===== config.mk =====
export PLATFORM = sky130hd
export DESIGN_NAME = pdm_mic_ctrl
export DESIGN_NICKNAME = d
export VERILOG_FILES = /design/src/rtl/pdm_mic_ctrl.sv
export SDC_FILE = /design/constraint.sdc
export NUM_CORES = 1
export LEC_CHECK = 0
export BUFFER_PORTS_ARGS = -buffer_cell sky130_fd_sc_hd__buf_4
export CAP_MARGIN = 30
export CORE_MARGIN = 1.5
export CORE_UTILIZATION = 56
export CTS_CLUSTER_SIZE = 12
export DETAILED_ROUTE_END_ITERATION = 10
export GPL_TIMING_DRIVEN = 0
export PLACE_DENSITY = 0.79
export SLEW_MARGIN = 20
export SYNTH_ARGS = -nofsm -noshare
export SYNTH_HDL_FRONTEND = slang
export SYNTH_SLANG_ARGS = --single-unit

===== constraint.sdc =====
create_clock -name clk -period 2.9 [get_ports clk]
set_clock_uncertainty 0.2 [all_clocks]
set_input_delay 0.145 -clock clk [delete_from_list [all_inputs] [get_ports clk]]
set_output_delay 0.145 -clock clk [all_outputs]
set_load 0.01 [all_outputs]

===== src/rtl/pdm_mic_ctrl.sv =====
// PDM microphone sequencer: clocks the mic, strobes the CIC3 decimator,
// drops its settling outputs and buffers valid PCM in a small FIFO.
module pdm_mic_ctrl #(
  parameter int DIV_WIDTH      = 8,
  parameter int FIFO_DEPTH     = 4,
  parameter int SETTLE_SAMPLES = 3
) (
  input  logic                            clk,
  input  logic                            rst,
  input  logic                            enable,
  input  logic [DIV_WIDTH-1:0]            clk_div,
  input  logic                            edge_sel,
  output logic                            pdm_clk_out,
  input  logic                            pdm_data_in,
  output logic                            cic_rst,
  output logic                            cic_ce,
  output logic                            cic_bit,
  input  logic [15:0]                     cic_pcm,
  input  logic                            cic_valid,
  input  logic                            rd_en,
  output logic [15:0]                     rd_data,
  output logic                            rd_valid,
  output logic [$clog2(FIFO_DEPTH+1)-1:0] fifo_count,
  output logic                            ovf,
  input  logic                            clr_ovf
);

  localparam int CW = $clog2(FIFO_DEPTH+1);
  localparam int PW = $clog2(FIFO_DEPTH);
  localparam int SW = (SETTLE_SAMPLES > 0) ? $clog2(SETTLE_SAMPLES+1) : 1;

  typedef enum logic [1:0] {IDLE, START, SETTLE, RUN} state_t;

  state_t               state, state_nxt;
  logic [SW-1:0]        settle_cnt;
  logic                 settle_last;
  logic [DIV_WIDTH-1:0] div_cnt;
  logic [DIV_WIDTH-1:0] div_lim;
  logic                 running;
  logic [15:0]          mem [FIFO_DEPTH];
  logic [PW-1:0]        wr_ptr, rd_ptr;
  logic                 full, push_req, push, pop, ovf_set;

  assign settle_last = (int'(settle_cnt) >= SETTLE_SAMPLES - 1);

  always_ff @(posedge clk or posedge rst) begin
    if (rst) state <= IDLE;
    else     state <= state_nxt;
  end

  always_comb begin
    state_nxt = state;
    case (state)
      IDLE:    if (enable) state_nxt = START;
      START:   state_nxt = (SETTLE_SAMPLES == 0) ? RUN : SETTLE;
      SETTLE:  if (cic_valid && settle_last) state_nxt = RUN;
      RUN:     state_nxt = RUN;
      default: state_nxt = IDLE;
    endcase
    if (!enable) state_nxt = IDLE;
  end

  assign cic_rst = (state == IDLE) || (state == START);

  always_ff @(posedge clk or posedge rst) begin
    if (rst)                                settle_cnt <= '0;
    else if (state == START)                settle_cnt <= '0;
    else if (state == SETTLE && cic_valid)  settle_cnt <= settle_cnt + SW'(1);
  end

  // Divider stops the same edge enable is seen low so the mic clock parks at 0.
  assign running = enable && (state == SETTLE || state == RUN);
  assign div_lim = (clk_div == '0) ? DIV_WIDTH'(1) : clk_div;

  always_ff @(posedge clk or posedge rst) begin
    if (rst) begin
      div_cnt     <= '0;
      pdm_clk_out <= 1'b0;
      cic_ce      <= 1'b0;
      cic_bit     <= 1'b0;
    end else begin
      cic_ce <= 1'b0;
      if (!running) begin
        div_cnt     <= '0;
        pdm_clk_out <= 1'b0;
      end else if (div_cnt >= div_lim) begin
        div_cnt     <= '0;
        pdm_clk_out <= ~pdm_clk_out;
        if ((~pdm_clk_out) == edge_sel) begin
          cic_bit <= pdm_data_in;
          cic_ce  <= 1'b1;
        end
      end else begin
        div_cnt <= div_cnt + DIV_WIDTH'(1);
      end
    end
  end

  // A full FIFO still accepts a push when a pop frees the head in the same cycle.
  assign full     = (fifo_count == CW'(FIFO_DEPTH));
  assign push_req = cic_valid && (state == RUN);
  assign pop      = rd_en && (fifo_count != '0);
  assign push     = push_req && (!full || pop);
  assign ovf_set  = push_req && full && !pop;

  always_ff @(posedge clk or posedge rst) begin
    if (rst) begin
      wr_ptr     <= '0;
      rd_ptr     <= '0;
      fifo_count <= '0;
    end else if (state == START) begin
      wr_ptr     <= '0;
      rd_ptr     <= '0;
      fifo_count <= '0;
    end else begin
      if (push) wr_ptr <= wr_ptr + PW'(1);
      if (pop)  rd_ptr <= rd_ptr + PW'(1);
      case ({push, pop})
        2'b10:   fifo_count <= fifo_count + CW'(1);
        2'b01:   fifo_count <= fifo_count - CW'(1);
        default: fifo_count <= fifo_count;
      endcase
    end
  end

  always_ff @(posedge clk) begin
    if (push) mem[wr_ptr] <= cic_pcm;
  end

  always_ff @(posedge clk or posedge rst) begin
    if (rst)          ovf <= 1'b0;
    else if (ovf_set) ovf <= 1'b1;
    else if (clr_ovf) ovf <= 1'b0;
  end

  assign rd_valid = (fifo_count != '0);
  assign rd_data  = rd_valid ? mem[rd_ptr] : 16'h0000;

endmodule

==> impl_metrics.toml <==
[route]
drt-pass1-iter-count = 4
via_per_inst = 5.480
vias = 2340
wire_per_inst_um = 16.54
ant_nets = 0
drt_wl_total_mm = 7.064
drt_iter0_drc = 132
drc = 0

[synthesis]
yosysSeqAreaShare = 0.6504
synth_common_cells = "edfxtp_1, dfrtp_1, and2_1"
synth_cell_types = 40
synthTopCellsByArea = "edfxtp_1, dfrtp_1, mux4_2"
syn-cell-area_um2 = 3840
yosysWarningCount = 0
synth_flop_cell = "edfxtp_1"
synth-seq-cells = 87
synth_edf_count = 64
synth_top_area_cell = "edfxtp_1"
syn-instance-count = 256
synth_top_area_frac = 0.5005
synthArstFlopShare = 0.2644
syn_area_per_cell_um2 = 15.00
yosysMostFrequentCell = "edfxtp_1"
synthesis.nets = 303

[setup_path]
cp_num_buf_inv = 1
crit_arrival_ps = 2660
critPathCapture = "fifo_count[2]$_DFFE_PP0P_"
end_kind = "flop"
r2r_start = "fifo_count[1]$_DFFE_PP0P_"
r2r-end = "fifo_count[2]$_DFFE_PP0P_"
reg2regPathDepth = 8
cp_max_fo = 10
critPathLaunchType = "flop"
slowest_stage = "dfrtp_1"
critPathKind = "reg -> reg"
path_cells = "or3_1 > clkbuf_1 > nand2_1 > nor2_1 > fa_1 > o31ai_1 > nand2b_1 > a31oi_1"
cp_top_family = "simple AND/OR/NAND/NOR gates"
rrSetupSlack_ps = 300
critPathMaxStageDelay_ps = 470
crit_cells = 8
critPathLaunch = "fifo_count[1]$_DFFE_PP0P_"
crit_required_ps = 2970

[floorplanning]
initial_core_util = 0.5912
dieWidth_um = 85.81
ios = 57
dieArea_um2 = 7363
dieHeight_um = 85.81
rows = 29
coreArea_um2 = 6495

[global_routing]
busiest_layer = "met2"
met3_usage = 0.04716
use_met1 = 0.2539
grt_use_total = 0.2071
antenna_found_initial = 0
grt_pass1_vias = 2408
gr-total-overflow = 0
grt_max_degree = 24
grt_util_met2 = 0.3615
grt_pass1_wl_mm = 11.20

[final_layout]
fin_nets = 392
drive_gt1_frac = 0.2743
fillers = 407
final_cells = 427
final_util = 0.7347
synthToLayoutAreaGrowth_pct = 24.28
antennaDiodeCount = 0

[timing]
rsz0062_at_grt = "false"
tns_ps = 0
fin_crit_sh = 0.8951
drv_slew = 0
setup_viol = 0
max-slew-margin-rel = 0.4426
period_minus_slack_ps = 2596
hold_ws_ps = 83.08
tightest_slew_ps = 836.1
hold_viol_final = 0
fmax_mhz = 385.2

[clock_network]
post_cts_buffers = 0
clockBufferDepth = 2
root_buffer = "clkbuf_8"
path_clk_slew_ps = 80
clk_latency_ps = 340
clock_sinks = 87
cts.htree.levels = 3
post_cts_resized = 0
ctsHoldBuffers = 22
numCtsBuffers = 9
cts_tree = "yes"

[power_and_ir_drop]
power_leakage_uw = 0.001904
power_uw = 2922
ir_drop_v = 0.0002893
power_per_cell_area_nw_per_um2 = 612.3

[min_path]
hold_class = "in -> async"

[placement]
gp_congestion = 0.7542
portBuffers = 55
dp_cells = 388
hpwlAfterDp_mm = 4.612

[flow_run]
cap_violations = 0

[status]
status = "complete, no violations"
per-stage QoR:
step                instance area, um^2  setup slack (ps)
floorplan                          3840             606.7
global placement                   4349             311.6
detailed placement                 4349             291.6
CTS                                4745             303.0
global route                       4772             75.24
finish                             4772             304.2
flip-flops by register name (all words and copies together), names as in the netlist:
signal / cells
pdm_clk_out: 1
wr_ptr: 2
settle_cnt: 2
mem: 64
state: 2
ovf: 1
cic_ce: 1
rd_ptr: 2
div_cnt: 8
fifo_count: 3
cic_bit: 1
kinds of logic (layout without fill, tap and decap cells):
family,after synthesis,after routing,synth area share
adders and majority gates,15,15,0.05083
muxes,18,18,0.09938
buffers and inverters,29,123,0.03063
DFF,87,87,0.6504
and+or+nand+nor,70,70,0.09743
AOI/OAI and AO/OA,24,24,0.04171
xor gates and xnor gates,13,13,0.02965
final cells by class:
| type | count | area, um^2 | share of cell area |
|---|---|---|---|
| sequential | 87 | 2497 | 0.5233 |
| multi-input combinational | 140 | 1225 | 0.2567 |
| timing repair buffer | 78 | 660.6 | 0.1384 |
| clock buffer | 10 | 127.6 | 0.02674 |
| tap | 77 | 96.34 | 0.02019 |
| inverter | 19 | 71.32 | 0.01494 |
| clock inverter | 6 | 47.55 | 0.009963 |
| buffer | 10 | 46.29 | 0.009701 |
tightest hold or removal path: stages:
cell           delay [ps]
dlygate4sd3_1         540
buf_4                 130
inv_1                 200
worst min-delay path by stage:
stage	to	cells after the start	start	slack (ps)
2_1_floorplan	cic_bit$_DFFE_PP0P_	1	rst	-50
3_3_place_gp	mem[2][8]$_DFFE_PP_	1	cic_pcm[8]	150
3_5_place_dp	mem[1][14]$_DFFE_PP_	1	cic_pcm[14]	150
4_1_cts	settle_cnt[0]$_DFFE_PP0P_	4	cic_valid	70
5_1_grt	div_cnt[0]$_DFF_PP0_	3	rst	90
6_report	div_cnt[0]$_DFF_PP0_	3	rst	80
power by group:
group	switching, uW	internal (uW)
clock network	417	313
registers	39.6	1380
logic	370	403
total	826	2100
routing by layer:
layer | vias to the layer above | part of all wire
met1 | 1154 | 0.41
met4 | 0 | 0.010
met3 | 7 | 0.035
li1 | 1120 | -
met5 | - | 0
met2 | 59 | 0.54
cell usage in the layout, fill, tap and decap left out, types with 2 or more instances in the layout:
master,synthesis,layout
a21oi_1,7,7
a41o_1,2,2
o2111ai_1,2,2
nand2_1,5,5
xnor2_1,5,5
o21ai_0,4,4
nor3_1,3,3
ha_1,14,14
nor2b_1,2,2
clkbuf_8,0,9
mux4_2,16,16
a31oi_1,2,2
dlygate4sd3_1,0,22
clkinvlp_4,0,4
nor2_1,16,16
and2_1,20,20
o22ai_1,2,2
buf_4,1,56
edfxtp_1,64,64
clkbuf_1,4,5
xor2_1,8,8
clkinv_4,0,2
buf_2,3,3
and3_1,4,4
inv_1,19,19
dfrtp_1,23,23
nand3_1,13,13
No activity file was read; power rests on OpenSTA's default activity.
